===== src/rtl/fetch_pkg.sv =====
// Shared types and constants for the fetch stage: widths, FSM states and
// the buffer entry layout.
package fetch_pkg;

    localparam int XLEN = 32;
    localparam int ILEN = 32;

    localparam logic [XLEN-1:0] PC_STEP = 32'd4;

    typedef enum logic [1:0] {
        FETCH,
        WAIT,
        KILL
    } fetch_state_t;

    typedef struct packed {
        logic [XLEN-1:0] pc;
        logic [ILEN-1:0] instr;
    } fetch_entry_t;

    function automatic logic [XLEN-1:0] align_pc(input logic [XLEN-1:0] addr);
        return {addr[XLEN-1:2], 2'b00};
    endfunction

endpackage


===== src/rtl/fetch_ctrl_if.sv =====
// Instruction-memory request/response handshake between the fetch sequencer
// (master) and the instruction memory (slave).
interface fetch_ctrl_if;

    logic                       imem_req;
    logic [fetch_pkg::XLEN-1:0] imem_addr;
    logic                       imem_gnt;
    logic                       imem_rvalid;
    logic [fetch_pkg::ILEN-1:0] imem_rdata;

    modport master (
        output imem_req, imem_addr,
        input  imem_gnt, imem_rvalid, imem_rdata
    );

    modport slave (
        input  imem_req, imem_addr,
        output imem_gnt, imem_rvalid, imem_rdata
    );

endinterface


===== src/rtl/fetch_buf.sv =====
// Flushable FIFO of fetched {pc, instr} entries with wrap-around pointers.
// Push and pop may coincide at any occupancy; flush empties it in one edge.
module fetch_buf
    import fetch_pkg::*;
#(
    parameter int DEPTH = 2
) (
    input  logic                     clk,
    input  logic                     rst,
    input  logic                     push,
    input  logic                     pop,
    input  logic                     flush,
    input  fetch_entry_t             wdata,
    output fetch_entry_t             rdata,
    output logic [$clog2(DEPTH):0]   count,
    output logic                     empty,
    output logic                     full
);

    localparam int AW = $clog2(DEPTH);

    fetch_entry_t    mem [DEPTH];
    logic [AW-1:0]   wr_ptr;
    logic [AW-1:0]   rd_ptr;
    logic            do_push;
    logic            do_pop;

    assign empty   = (count == '0);
    assign full    = (count == (AW+1)'(DEPTH));
    assign do_pop  = pop & ~empty;
    assign do_push = push & (~full | do_pop);
    assign rdata   = mem[rd_ptr];

    // NOTE: sequential state uses non-blocking assignments so every register
    // samples pre-edge values, independent of statement order.
    always_ff @(posedge clk or posedge rst) begin
        if (rst) begin
            wr_ptr <= '0;
            rd_ptr <= '0;
            count  <= '0;
        end else if (flush) begin
            wr_ptr <= '0;
            rd_ptr <= '0;
            count  <= '0;
        end else begin
            if (do_push) wr_ptr <= wr_ptr + 1'b1;
            if (do_pop)  rd_ptr <= rd_ptr + 1'b1;
            case ({do_push, do_pop})
                2'b10:   count <= count + 1'b1;
                2'b01:   count <= count - 1'b1;
                default: count <= count;
            endcase
        end
    end

    // NOTE: storage is deliberately not reset; the head is only observed
    // through the empty flag, so stale contents are never visible.
    always_ff @(posedge clk) begin
        if (do_push && !flush) mem[wr_ptr] <= wdata;
    end

endmodule


===== src/rtl/fetch_ctrl.sv =====
// Fetch-stage sequencer: owns the PC, issues one outstanding imem fetch at a
// time under a buffer-credit rule, and handles redirect flush/kill.
module fetch_ctrl
    import fetch_pkg::*;
#(
    parameter logic [XLEN-1:0] RESET_PC  = 32'h0000_0000,
    parameter int              BUF_DEPTH = 2
) (
    input  logic              clk,
    input  logic              rst,
    fetch_ctrl_if.master      imem,
    input  logic              redirect,
    input  logic [XLEN-1:0]   redirect_pc,
    input  logic              hold,
    output logic              out_valid,
    output logic [XLEN-1:0]   out_pc,
    output logic [ILEN-1:0]   out_instr
);

    localparam int CW = $clog2(BUF_DEPTH) + 1;

    fetch_state_t    state_q, state_d;
    logic [XLEN-1:0] pc_q, pc_d;
    logic [XLEN-1:0] req_pc_q, req_pc_d;
    logic            push;
    logic            pop;
    logic            req;
    logic            fire;
    logic            inflight;
    logic            credit;
    logic [CW-1:0]   count;
    logic            buf_empty;
    logic            buf_full;
    fetch_entry_t    head;

    // One request outstanding at most, so anything past FETCH is in flight.
    assign inflight = (state_q != FETCH);
    assign credit   = ~buf_full & ((int'(count) + int'(inflight)) < BUF_DEPTH);
    assign req      = (state_q == FETCH) & credit & ~rst;
    assign fire     = req & imem.imem_gnt;

    assign imem.imem_req  = req;
    assign imem.imem_addr = pc_q;

    // NOTE: every combinational output gets a default first, so no path can
    // leave a signal unassigned and infer a latch.
    always_comb begin
        state_d  = state_q;
        pc_d     = pc_q;
        req_pc_d = req_pc_q;
        push     = 1'b0;
        case (state_q)
            FETCH: if (fire) begin
                pc_d     = pc_q + PC_STEP;
                req_pc_d = pc_q;
                state_d  = WAIT;
            end
            WAIT: if (imem.imem_rvalid) begin
                push    = 1'b1;
                state_d = FETCH;
            end
            KILL: if (imem.imem_rvalid) state_d = FETCH;
            default: state_d = FETCH;
        endcase

        // A redirect overrides everything; a granted or pending response
        // becomes stale and must be swallowed in KILL.
        if (redirect) begin
            pc_d = align_pc(redirect_pc);
            push = 1'b0;
            if (state_q == FETCH) state_d = fire ? KILL : FETCH;
            else                  state_d = imem.imem_rvalid ? FETCH : KILL;
        end
    end

    always_ff @(posedge clk or posedge rst) begin
        if (rst) begin
            state_q  <= FETCH;
            pc_q     <= RESET_PC;
            req_pc_q <= '0;
        end else begin
            state_q  <= state_d;
            pc_q     <= pc_d;
            req_pc_q <= req_pc_d;
        end
    end

    assign out_valid = ~buf_empty;
    assign pop       = out_valid & ~hold;
    assign out_pc    = buf_empty ? '0 : head.pc;
    assign out_instr = buf_empty ? '0 : head.instr;

    fetch_buf #(
        .DEPTH (BUF_DEPTH)
    ) u_buf (
        .clk   (clk),
        .rst   (rst),
        .push  (push),
        .pop   (pop),
        .flush (redirect),
        .wdata ('{pc: req_pc_q, instr: imem.imem_rdata}),
        .rdata (head),
        .count (count),
        .empty (buf_empty),
        .full  (buf_full)
    );

endmodule


===== src/flat_wrapper.sv =====
// flat-port wrapper written by rule: the top's interface ports become plain ports
module fetch_ctrl_flat import fetch_pkg::*;
#(
    parameter logic [XLEN-1:0] RESET_PC  = 32'h0000_0000,
    parameter int              BUF_DEPTH = 2
)
  (clk, rst, redirect, redirect_pc, hold, out_valid, out_pc, out_instr, imem_imem_req, imem_imem_addr, imem_imem_gnt, imem_imem_rvalid, imem_imem_rdata);
  fetch_ctrl_if imem_i ();
  input  logic clk;
  input  logic rst;
  input  logic redirect;
  input  logic [XLEN-1:0] redirect_pc;
  input  logic hold;
  output logic out_valid;
  output logic [XLEN-1:0] out_pc;
  output logic [ILEN-1:0] out_instr;
  output wire logic [$bits(imem_i.imem_req)-1:0] imem_imem_req;
  output wire logic [$bits(imem_i.imem_addr)-1:0] imem_imem_addr;
  input wire logic [$bits(imem_i.imem_gnt)-1:0] imem_imem_gnt;
  input wire logic [$bits(imem_i.imem_rvalid)-1:0] imem_imem_rvalid;
  input wire logic [$bits(imem_i.imem_rdata)-1:0] imem_imem_rdata;
  assign imem_imem_req = imem_i.imem_req;
  assign imem_imem_addr = imem_i.imem_addr;
  assign imem_i.imem_gnt = imem_imem_gnt;
  assign imem_i.imem_rvalid = imem_imem_rvalid;
  assign imem_i.imem_rdata = imem_imem_rdata;
  fetch_ctrl #(.RESET_PC(RESET_PC), .BUF_DEPTH(BUF_DEPTH)) u_core (.clk(clk), .rst(rst), .imem(imem_i), .redirect(redirect), .redirect_pc(redirect_pc), .hold(hold), .out_valid(out_valid), .out_pc(out_pc), .out_instr(out_instr));
endmodule

===== config.mk =====
export PLATFORM = sky130hd
export DESIGN_NAME = fetch_ctrl_flat
export DESIGN_NICKNAME = d
export VERILOG_FILES = /design/src/rtl/fetch_pkg.sv /design/src/rtl/fetch_ctrl_if.sv /design/src/rtl/fetch_buf.sv /design/src/rtl/fetch_ctrl.sv /design/src/flat_wrapper.sv
export SDC_FILE = /design/constraint.sdc
export NUM_CORES = 1
export LEC_CHECK = 0
export CORE_ASPECT_RATIO = 1.4
export CORE_MARGIN = 5
export CORE_UTILIZATION = 50
export DETAILED_ROUTE_END_ITERATION = 16
export PLACE_DENSITY = 0.78
export SETUP_SLACK_MARGIN = 0.02
export SYNTH_ARGS = -nofsm -noshare
export SYNTH_HDL_FRONTEND = slang
export SYNTH_HIERARCHICAL = 1
export SYNTH_SLANG_ARGS = --single-unit

===== constraint.sdc =====
create_clock -name clk -period 16.9 [get_ports clk]
set_input_delay 3.38 -clock clk [delete_from_list [all_inputs] [get_ports clk]]
set_output_delay 3.38 -clock clk [all_outputs]
set_load 0.02 [all_outputs]

## Yosys cells after proc, flatten, opt, wreduce, memory -nomap -nowiden

Memories as Yosys holds them, arrays and structs flattened.
Index checks and enable logic that the tools add are counted.

| word-level totals | value |
|---|---|
| input port bits | 70 |
| register bits after elaboration | 70 |
| memories | 1 |
| bits in writable memories | 128 |

| operators by class | value |
|---|---|
| eq/ne operators | 7 |
| order comparisons | 1 |
| $add $sub $neg | 6 |
| reduce and logical (&&, ||, !) cells | 14 |
| muxes and demuxes | 23 |
| bitwise gates (word level) | 12 |

Memory list:

| name | words | width | read ports | clocked after Yosys merged registers in | write ports | line | source |
|---|---|---|---|---|---|---|---|
| u_core.u_buf.mem | 2 | 64 | 1 | 0 | 1 | fetch_buf.sv:22 | `fetch_entry_t mem [DEPTH];` |

Operators with widths:

| operator | number |
|---|---|
| two-way mux 32 bit | 5 |
| adder 32 x 3 -> 32 bit (second input constant) | 1 |
| < comparator 32 x 3 -> 1 bit (second input constant) | 1 |
| two-way mux 2 bit | 7 |
| nonzero test 2 bit | 5 |
| two-way mux 1 bit | 9 |
| one-hot mux 2 bit (2 select lines) | 2 |
| AND 1 bit | 7 |
| == test 2 bit (second input constant) | 3 |
| AND reduction 2 bit | 3 |
| == test 2 x 1 -> 1 bit (second input constant) | 2 |
| zero test 2 bit | 2 |
| inverter 1 bit | 4 |
| adder 2 x 1 -> 3 bit | 1 |
| inequality test 3 x 1 -> 1 bit (second input constant) | 1 |
| inequality test 3 x 2 -> 1 bit (second input constant) | 1 |
| nonzero test 3 bit | 1 |
| adder 1 bit (second input constant) | 2 |
| adder 2 x 1 -> 2 bit (second input constant) | 1 |
| OR reduction 2 bit | 1 |
| subtractor 2 x 1 -> 2 bit (second input constant) | 1 |
| logical AND 1 bit | 1 |
| zero test 1 bit | 1 |
| bitwise OR 1 bit | 1 |

## Depth between registers and ports, before layout

Gate-level depths: netlist of the first run.

| depth | value |
|---|---|
| word-level depth | 10 |
| gate-level depth with buffers | 8 |
| depth with buffers taken out | 7 |

## Hierarchy

Netlist of the first run, hierarchy kept.

Modules (own cells, without submodules):

| module | sequential area each (µm²) | cells each | instances | area each (µm²) |
|---|---|---|---|---|
| fetch_buf | 3,943.8 | 227 | 1 | 4,888.4 |
| fetch_ctrl | 1,551.5 | 394 | 1 | 3,568.4 |

## Worst setup path after synthesis of the first run

No wires, ideal clock.

| timing | value |
|---|---|
| kind | input to register |
| start point | input redirect |
| end point | memory u_core/u_buf/mem[1][0] in the netlist's numbering (enable) |
| setup time | 579 ps |
| setup slack | 7,496 ps |
| stages | 5 |
| data arrival time | 8,825 ps |
| cell sequence | clkinv_1 clkbuf_1 and3_1 o21ai_2 nor3b_1 |

| on the way | value |
|---|---|
| cells in the longest elaborated chain, start to end | 5 |

RTL lines:

| item | line | source |
|---|---|---|
| from (decl) | flat_wrapper.sv:11 | `input logic redirect;` |
| two-way mux 1 bit | fetch_ctrl.sv:68 | `if (redirect) begin` |
| named net u_core.push | fetch_ctrl.sv:25 | `logic push;` |
| AND 1 bit | fetch_buf.sv:31 | `assign do_push = push & (~full \| do_pop);` |
| logical AND 1 bit | fetch_buf.sv:59 | `if (do_push && !flush) mem[wr_ptr] <= wdata;` |
| two-way mux 1 bit | fetch_buf.sv:59 |  |
| two-way mux 1 bit (not written as such) | fetch_buf.sv:59 |  |
| to (decl) | fetch_buf.sv:22 |  |

The timed path passes the listed nets, and every way through them passes these cells.

## Final worst setup path of the first run

| timing | value |
|---|---|
| start point | input rst |
| end point | output imem_imem_req |

| on the way | value |
|---|---|
| cells in the longest elaborated chain, start to end | 2 |

RTL lines:

| item | line | source |
|---|---|---|
| from (decl) | flat_wrapper.sv:10 | `input logic rst;` |
| inverter 1 bit | fetch_ctrl.sv:39 | `assign req = (state_q == FETCH) & credit & ~rst;` |
| AND 1 bit | fetch_ctrl.sv:39 |  |
| to (decl) | flat_wrapper.sv:17 | `output wire logic [$bits(imem_i.imem_req)-1:0] imem_imem_req;` |

No other way between the ends.

==> results of run 1 <==
area by class of cell:
cell class,count,area share
clock inverters,14,0.01099
flip-flops and latches,194,0.5083
inverters,17,0.005901
clock buffers,18,0.04062
repair buffers,171,0.1564
well taps,203,0.02349
multi-input cells,382,0.2542
per-layer routing:
layer | up-vias | track usage | routed length [um]
met5 | - | 0 | 0
met4 | 0 | 0.07191 | 393
met3 | 28 | 0.03858 | 1078
met2 | 241 | 0.3356 | 9897
met1 | 2711 | 0.2402 | 7509
li1 | 2607 | - | -
sequential cells by signal, summed over array words and instances, names as in the netlist:
name,cells
u_core/u_buf/mem,128
u_core/imem.imem_addr,30
u_core/req_pc_q,30
u_core/state_q,2
u_core/u_buf/count,2
u_core/u_buf/rd_ptr,1
u_core/u_buf/wr_ptr,1
worst max path at each step:
stage,from,endpoint,slack [ps],cells after the start
2_1_floorplan,redirect,u_core/u_buf/mem[1][0],7500,5
3_3_place_gp,rst,imem_imem_req,8200,4
6_report,rst,imem_imem_req,8200,4
5_1_grt,rst,imem_imem_req,8160,4
3_5_place_dp,rst,imem_imem_req,8200,4
4_1_cts,rst,imem_imem_req,8190,4
per-stage QoR:
step / utilization / cells / power [mW]
after floorplan: - / 626 / 0.6669
after global placement: 0.6149 / 967 / 0.7231
after detailed placement: 0.6149 / 967 / 0.7339
after CTS: 0.6484 / 999 / 1.112
after global routing: 0.6484 / 999 / 1.149
final: 0.6484 / 999 / 1.101
cell families after synthesis:
group	synth area share
adders and majority gates	0.004439
muxes	0.1187
AOI/OAI and AO/OA	0.05134
buffers and inverters	0.02944
xor gates and xnor gates	0.01036
and+or+nand+nor	0.1355
other	0.0004434
DFF	0.6498
report_power, final:
group	internal (mW)	switching (mW)	total, mW
sequential	0.559	0.0370	0.596
combinational	0.0656	0.0627	0.128
clock	0.198	0.179	0.377
total	0.823	0.279	1.10
cell usage after synthesis (all sizes together) (2+ instances only):
cell type / number
edfxtp: 128
mux2: 87
nor2b: 67
dfrtp: 66
nand2: 31
nor2: 28
o21ai: 26
clkbuf: 23
nand3: 17
a31oi: 16
inv: 15
nand4: 15
buf: 10
nor3: 9
nor4: 8
or4: 8
o31ai: 7
or3: 7
and3: 6
a21oi: 5
xnor2: 5
xor2: 5
ha: 3
nand2b: 3
o31a: 3
o41ai: 3
a31o: 2
clkinv: 2
mux2i: 2
nand4b: 2
o21a: 2
==> results.md, run 1 <==
- Status: completed
- Worst Hold Class: register to register
- Slowest-stage cell, CP: or4b_4
- Post-route design area: 10810 sq um
- GRT Total Usage: 0.1934
- GPL Wtd Cong: 0.8704
- Root Driver: clkbuf_16
- DRC viols: 0
- Max-Cap Viols: 0
- Largest net degree at the start of global routing: between 60 and 70
- Hold path cells: 0
- Critical path class: primary input to output pin
- Ys Warns: 6
- Total core area: 16680 sq um
- Hold buffers post-CTS: 0
- Post-synthesis sequential area ratio: 0.6498
- Hold wc startpoint: u_core/req_pc_q[5]
- Post-CTS Setup Inserts: 0
- IO Port Bufs: approximately 160
- Nets: between 800 and 900
- Post-synth EDFFs: 128
- Number of global-route vias before repair: 5856
- Worst path required time: 13520 ps
- Worst VDD drop: ~0.065 mV
- R2r setup slk: 13810 ps
- Setup Skew: 8.236 ps
- TNS Setup: 0 ps
- Cell Area, Placed: around 10000 sq um
- Place WS: 8202 ps
- Initial Util: 0.5071
- Synth top area cells: edfxtp_1 (45%), dfrtp_1 (20%), mux2_2 (11%)
- Crit start category: primary input
- R2r endpoint: u_core/imem.imem_addr[16]
- Crit-path cells: clkdlybuf4s50_1 -> or4b_4 -> inv_1 -> clkdlybuf4s50_1
- Async SR Flop Fraction: 0.3402
- Vias: 5587
- Grt ovf: 0
- Row count: 56
- RSZ-0062 raised after global routing: no
- Clk slew on worst S/H paths: 70 ps
- P per Cell Area: roughly 100 nW/um^2
- H-tree levels: 4
- Worst-path fanout max: 13
- R2r startpoint: u_core/u_buf/count[0]
- Initial antenna violation count: 0
- CP max stage delay: 630 ps
- Sequential cell area: 5497 sq um
- Io pins: 168
- Hold worst-path end: u_core/u_buf/mem[1][37]
- Synth unique cells: 48
- Antenna cells: 0
- Share of cells above drive strength 1: 0.1771
- Leak: 3.783 nW
- Final Cycle Share: 0.5147
- Area leader, netlist: edfxtp_1
- Relative slew margins: 0.2024
- Area occupied by multi-input gates: 2749 sq um
- Hold slack: 471.6 ps
- Syn Inst Count: 621
- Die X-Extent: 119.9 um
- Synth Register Bits: 194
- Max-slew violation count: 0
- Arr. time, crit path: between 5000 and 6000 ps
- Type of destination of the critical path: output pin
- Clock Latency Late Sink: 420 ps
- Most frequent cells in the layout: clkdlybuf4s50_1 (163), edfxtp_1 (128), mux2_2 (86), nor2b_1 (67), dfrtp_1 (65)
- Final hold violations: 0
- Pre-antenna DRT Iters: 7
- Initial DRC count: 384
- Most used cell, CP: clkdlybuf4s50_1
- Final setup viols: 0
- Worst Path Buf+Inv: 3
- CTS tree: done
- Yosys top cell area share: 0.4545
- Crit path max-delay family: buffers and inverters
- Syn avg cell area: 13.62 sq um
- WL/cell: 18.90 um
- Total Routed Length: 18880 um
- Synth Flop Type: edfxtp_1
- Clock period minus worst slack: 8699 ps
- Area delta synth->final: 27.86%
- Post-cts gate resize count: 0
- Fillers: roughly 1300
- First-pass GRT wire length: 30010 um
- Post-detail-place hpwl: 13020 um
- Inserted Clock Buffers: 17
- Least-Margin Pin Slew: 1194 ps
- Clock sink count: 194
- ANT nets after route: 0
- Clock buffer depth: 2
- Worst r2r path cells: 7
- Final WS setup: roughly 8200 ps
- Vias per cell: between 5 and 6
- F_max: 0.1150 GHz
- Cell Area, Synth: 8457 sq um
- Die Area: a little under 20000 sq um
- Die height: 163.9 um
- Commonest non-fill, non-tap cell in the layout: clkdlybuf4s50_1
Note: power is estimated with default switching activity, not from simulation.
==> inputs of run 2 (changes only) <==
--- a/config.mk
+++ b/config.mk
@@ -7,9 +7,9 @@
 export LEC_CHECK = 0
 export CORE_ASPECT_RATIO = 1.4
 export CORE_MARGIN = 5
-export CORE_UTILIZATION = 50
+export CORE_UTILIZATION = 47
 export DETAILED_ROUTE_END_ITERATION = 16
-export PLACE_DENSITY = 0.78
+export PLACE_DENSITY = 0.77
 export SETUP_SLACK_MARGIN = 0.02
 export SYNTH_ARGS = -nofsm -noshare
 export SYNTH_HDL_FRONTEND = slang
==> constraint.sdc (replaced) <==
create_clock -name clk -period 7.05 [get_ports clk]
set_input_delay 1.41 -clock clk [delete_from_list [all_inputs] [get_ports clk]]
set_output_delay 1.41 -clock clk [all_outputs]
set_load 0.02 [all_outputs]
==> run 2 against run 1 <==
  * Clock skew up 8.2 ps
  * Clock power up 140%
  * Critical path depth unchanged
  * Combinational power up 140%
  * Total power up 140%
  * Sequential power up 140%
  * Count of clock-buffer cells in the layout up 1
  * Sequential cell count unchanged
  * Utilization down 3.9 points
  * Register-to-register slack worse by 9600 ps
  * Final cell count up 3.7%
  * Via count down 0.81%
==> results.md, run 2 (synthesized netlist as in run 1, its figures left out) <==
- Initial Util: 0.4737
- Die X-Extent: between 100 and 150 um
- F_max: 0.2104 GHz
- Slowest-stage cell, CP: or4b_4
- Clock period minus worst slack: 4753 ps
- Hold wc startpoint: u_core/req_pc_q[29]
- Setup Skew: 16.42 ps
- Core Util, Final: 0.6091
- GPL Wtd Cong: 0.9225
- Status: completed
- Placed cells: 1004
- Share of cells above drive strength 1: 0.1759
- Type of destination of the critical path: output pin
- Die height: 168.7 um
- Vias per cell: ~5.3
- Arr. time, crit path: 3340 ps
- Critical path class: primary input to output pin
- Total Routed Length: about 19000 um
- CP startpoint: rst
- Post-cts gate resize count: 0
- Most flop-heavy register: u_core/u_buf/mem
- Initial DRC count: 394
- Grt ovf: 0
- Hold worst-path end: u_core/u_buf/mem[1][61]
- Max FFs per register: 128
- R2r setup slk: 4190 ps
- Worst path required time: roughly 5600 ps
- Worst Path Buf+Inv: 3
- Hold buffers post-CTS: 0
- Worst Hold Class: register to register
- Row count: between 50 and 60
- Largest net degree at the start of global routing: 63
- Total core area: ~18000 sq um
- P per Cell Area: 243.0 nW/um^2
- Crit start category: primary input
- Least-Margin Pin Slew: 1086 ps
- R2r startpoint: u_core/u_buf/count[0]
- Clk slew on worst S/H paths: 60 ps
- GRT Total Usage: 0.1854
- Inserted Clock Buffers: 17
- Post-detail-place hpwl: ~13000 um
- Max-slew violation count: 0
- Clock sink count: 194
- Worst r2r path cells: 7
- Cell Count, Final, Fillers Out: 1036
- Crit-path cells: clkdlybuf4s50_1 -> or4b_4 -> inv_1 -> clkdlybuf4s50_1
- Fillers: ~1400
- Clock Latency Late Sink: 430 ps
- Die Area: 20810 sq um
- Relative slew margins: 0.2695
- Final hold violations: 0
- H-tree levels: 4
- Pre-antenna DRT Iters: 7
- Vias: 5542
- CP max stage delay: 630 ps
- First-pass GRT wire length: 30230 um
- Hold path cells: 0
- Most used cell, CP: clkdlybuf4s50_1
- CTS tree: done
- WL/cell: 18.32 um
- Post-CTS Setup Inserts: 0
- Initial antenna violation count: 0
- Nets: 856
- DRC viols: 0
- Worst-path fanout max: 13
- Io pins: between 150 and 200
- Crit path max-delay family: buffers and inverters
- Final setup viols: 0
- Antenna cells: 0
- Max-Cap Viols: 0
- R2r endpoint: u_core/imem.imem_addr[17]
- Area delta synth->final: 28.58%
- Worst VDD drop: 0.1473 mV
- RSZ-0062 raised after global routing: no
- Clock buffer depth: 2
- Most frequent cells in the layout: clkdlybuf4s50_1 (163), edfxtp_1 (128), mux2_2 (86), nor2b_1 (67), dfrtp_1 (65)
- Final Power: 2.643 mW
- Final Cycle Share: 0.6742
- Root Driver: clkbuf_16
- Number of global-route vias before repair: 5818
- IO Port Bufs: approximately 160
- ANT nets after route: 0
- Commonest non-fill, non-tap cell in the layout: clkdlybuf4s50_1
- Leak: 3.786 nW
- TNS Setup: 0 ps
==> run 2: routing by layer <==
metal	part of all wire	vias up	wire (um)	global-route usage
met3	0.054	28	1029	0.03810
li1	-	2608	-	-
met2	0.52	220	9899	0.3163
met4	0.025	0	481	0.07133
met5	0	-	0	0
met1	0.40	2686	7570	0.2302
==> run 2: layout make-up <==
cell class | instances | area [sq um] | share of cell area
sequential | 194 | 5497 | 0.5055
multi-input combinational | 382 | 2761 | 0.2539
timing repair buffer | 171 | 1692 | 0.1556
clock buffer | 19 | 442.9 | 0.04073
tap | 240 | 300.3 | 0.02761
clock inverter | 13 | 117.6 | 0.01082
inverter | 17 | 63.81 | 0.005868
==> run 2: metrics by stage <==
step | instance area [sq um] | hold WS, ps | setup WS (ps)
6_report | 10870 | 475.5 | 2297
5_1_grt | 10870 | 494.9 | 2243
4_1_cts | 10870 | 476.9 | 2294
3_5_place_dp | 10310 | 455.0 | 2289
3_3_place_gp | 10310 | 447.9 | 2287
2_1_floorplan | 8486 | 436.6 | 1888
==> run 2: report_power, final <==
part,total [mW],internal [mW],switching (mW)
clock network,0.902,0.475,0.427
registers,1.43,1.34,0.0897
logic,0.310,0.157,0.153
==> run 2: worst max-delay path by stage <==
stage	end	slack [ps]	depth (start not counted)
after floorplan	u_core/u_buf/mem[1][0]	1890	5
after global placement	imem_imem_req	2290	4
after detailed placement	u_core/u_buf/mem[0][58]	2290	7
after CTS	imem_imem_req	2290	4
after global routing	imem_imem_req	2240	4
final	imem_imem_req	2300	4
==> inputs of run 3 (changes only) <==
==> constraint.sdc (replaced) <==
create_clock -name clk -period 4 [get_ports clk]
set_input_delay 0.8 -clock clk [delete_from_list [all_inputs] [get_ports clk]]
set_output_delay 0.8 -clock clk [all_outputs]
set_load 0.02 [all_outputs]
==> run 3 against run 2 <==
  * Sequential cell count is the same
  * Total power grew 80%
  * Utilization grew 0.50 points
  * Sequential power grew 76%
  * Final cell count grew 0.58%
  * Die area is the same
  * Setup slack lost 1700 ps
  * Combinational power grew 79%
  * Critical path type unchanged
  * Critical endpoint unchanged
  * Highest routed layer unchanged
==> results.md, run 3 (synthesized netlist as in run 1, its figures left out) <==
- Share of cells above drive strength 1: 0.1820
- First-pass GRT wire length: between 30000 and 40000 um
- Clock sink count: 194
- Pre-antenna DRT Iters: 6
- Fillers: 1424
- Worst-path fanout max: 5
- Final hold violations: 0
- Clock period minus worst slack: 3426 ps
- Die Area: 20810 sq um
- Max-slew violation count: 0
- Number of global-route vias before repair: 6023
- Total Routed Length: roughly 19000 um
- Antenna cells: 0
- CTS tree: done
- Crit start category: primary input
- Area delta synth->final: 29.65%
- Hold buffers post-CTS: 0
- IO Port Bufs: 163
- Final Power: 4.756 mW
- Clock buffer depth: 2
- Slowest-stage cell, CP: clkdlybuf4s50_1
- Fraction of power spent switching nets: 0.2447
- Final setup viols: 0
- Cell Count, Final, Fillers Out: between 1000 and 1500
- Crit path max-delay family: buffers and inverters
- DRC viols: 0
- Type of destination of the critical path: output pin
- CP startpoint: rst
- Most flop-heavy register: u_core/u_buf/mem
- Commonest non-fill, non-tap cell in the layout: clkdlybuf4s50_1
- Status: completed
- ANT nets after route: 0
- Placed cells: 1010
- RSZ-0062 raised after global routing: no
- Io pins: 168
- Pint: around 3.6 mW
- Post-CTS Setup Inserts: 0
- Worst Hold Class: register to register
- Largest net degree at the start of global routing: 43
- Initial Util: 0.4737
- Initial antenna violation count: 0
- Leak: between 3 and 4 nW
- R2r startpoint: u_core/u_buf/count[0]
- Max-Cap Viols: 0
- CP max stage delay: 640 ps
- Die X-Extent: 123.4 um
- Clk slew on worst S/H paths: 60 ps
- Worst Path Buf+Inv: 3
- Worst path required time: 3200 ps
- H-tree levels: 4
- Post-detail-place hpwl: 13510 um
- GPL Wtd Cong: 0.9577
- Arr. time, crit path: 2630 ps
- Crit-path cells: clkdlybuf4s50_1 -> or4b_4 -> inv_1 -> clkdlybuf4s50_1
- TNS Setup: 0 ps
- Worst VDD drop: 0.2748 mV
- GRT Total Usage: 0.1864
- Hold slack: about 470 ps
- Sw Pwr: ~1.2 mW
- Most used cell, CP: clkdlybuf4s50_1
- Total core area: ~18000 sq um
- Comb pwr share: 0.117
- Vias per cell: 5.417
- Most frequent cells in the layout: clkdlybuf4s50_1 (163), edfxtp_1 (128), mux2_2 (86), nor2b_1 (67), dfrtp_1 (65)
- WL/cell: 18.28 um
- Clock Power Share: 0.353
- Setup Skew: 17.04 ps
- Grt ovf: 0
- Critical path class: primary input to output pin
- Root Driver: clkbuf_16
- Reg power frac: 0.530
- Vias: 5645
- F_max: 0.2919 GHz
- Hold wc startpoint: u_core/req_pc_q[19]
- Nets: 862
- Die height: about 170 um
- Least-Margin Pin Slew: 885.2 ps
- Post-cts gate resize count: 0
- Relative slew margins: 0.4090
- Clock Latency Late Sink: 420 ps
- Max FFs per register: between 100 and 150
- P per Cell Area: 433.7 nW/um^2
- Inserted Clock Buffers: 17
- Final Cycle Share: 0.8565
- Row count: 58
- Initial DRC count: 338
==> run 3: cell types whose count changed in the layout (fill, tap and decap cells not counted), sizes merged <==
cell / before / now
buf: 8 / 14
bufinv: 0 / 1
clkbuf: 19 / 20
clkinv: 7 / 5
clkinvlp: 1 / 0
inv: 22 / 23
==> run 3: final cells by class <==
class / instances / area, sq um / share of cell area
well taps: 240 / 300.3 / 0.02739
clock inverters: 12 / 113.9 / 0.01038
repair buffers: 177 / 1749 / 0.1595
flip-flops and latches: 194 / 5497 / 0.5013
inverters: 17 / 63.81 / 0.005820
multi-input cells: 382 / 2761 / 0.2519
clock buffers: 20 / 479.2 / 0.04371
==> run 3: routing by layer <==
| metal | share of wire | GRT usage | vias to the layer above | wire length, um |
|---|---|---|---|---|
| met5 | 0 | 0 | - | 0 |
| li1 | - | - | 2617 | - |
| met4 | 0.016 | 0.06699 | 0 | 314 |
| met2 | 0.53 | 0.3362 | 219 | 10030 |
| met3 | 0.061 | 0.03342 | 29 | 1168 |
| met1 | 0.40 | 0.2196 | 2780 | 7537 |
==> run 3: stage by stage <==
step | worst slack, ps | utilization | cell area (sq um)
after global placement | 575.8 | 0.5810 | 10370
after floorplan | 313.6 | - | 8498
after global routing | 506.0 | 0.6142 | 10960
after detailed placement | 575.1 | 0.5810 | 10370
after CTS | 550.8 | 0.6142 | 10960
final | 573.8 | 0.6142 | 10960
==> run 3: power by group through the flow <==
stage               Combinational, mW  Clock [mW]  Sequential, mW
floorplan                       0.286           0            2.53
global placement                0.526           0            2.54
detailed placement              0.553           0            2.56
CTS                             0.557        1.72            2.52
global route                    0.601        1.81            2.55
finish                          0.556        1.68            2.52
==> run 3: worst paths after layout <==
check / endpoint / slack [ps] / cells past startpoint
max: imem_imem_req / 570 / 4
min: u_core/u_buf/mem[1][51] / 470 / 0
max reg2reg: u_core/imem.imem_addr[17] / 1230 / 7
min reg2reg: u_core/u_buf/mem[1][51] / 470 / 0
max in group asynchronous: u_core/req_pc_q[24] / 2140 / 3
min in group asynchronous: u_core/u_buf/count[0] / 720 / 2
==> run 3: worst reg2reg max path, cell delays in order, from the launching register on <==
cell	delay, ps
dfrtp_1	490
nand2b_2	200
inv_1	50
or4b_4	520
inv_1	150
nand4_1	440
or4_1	680
a31oi_1	170
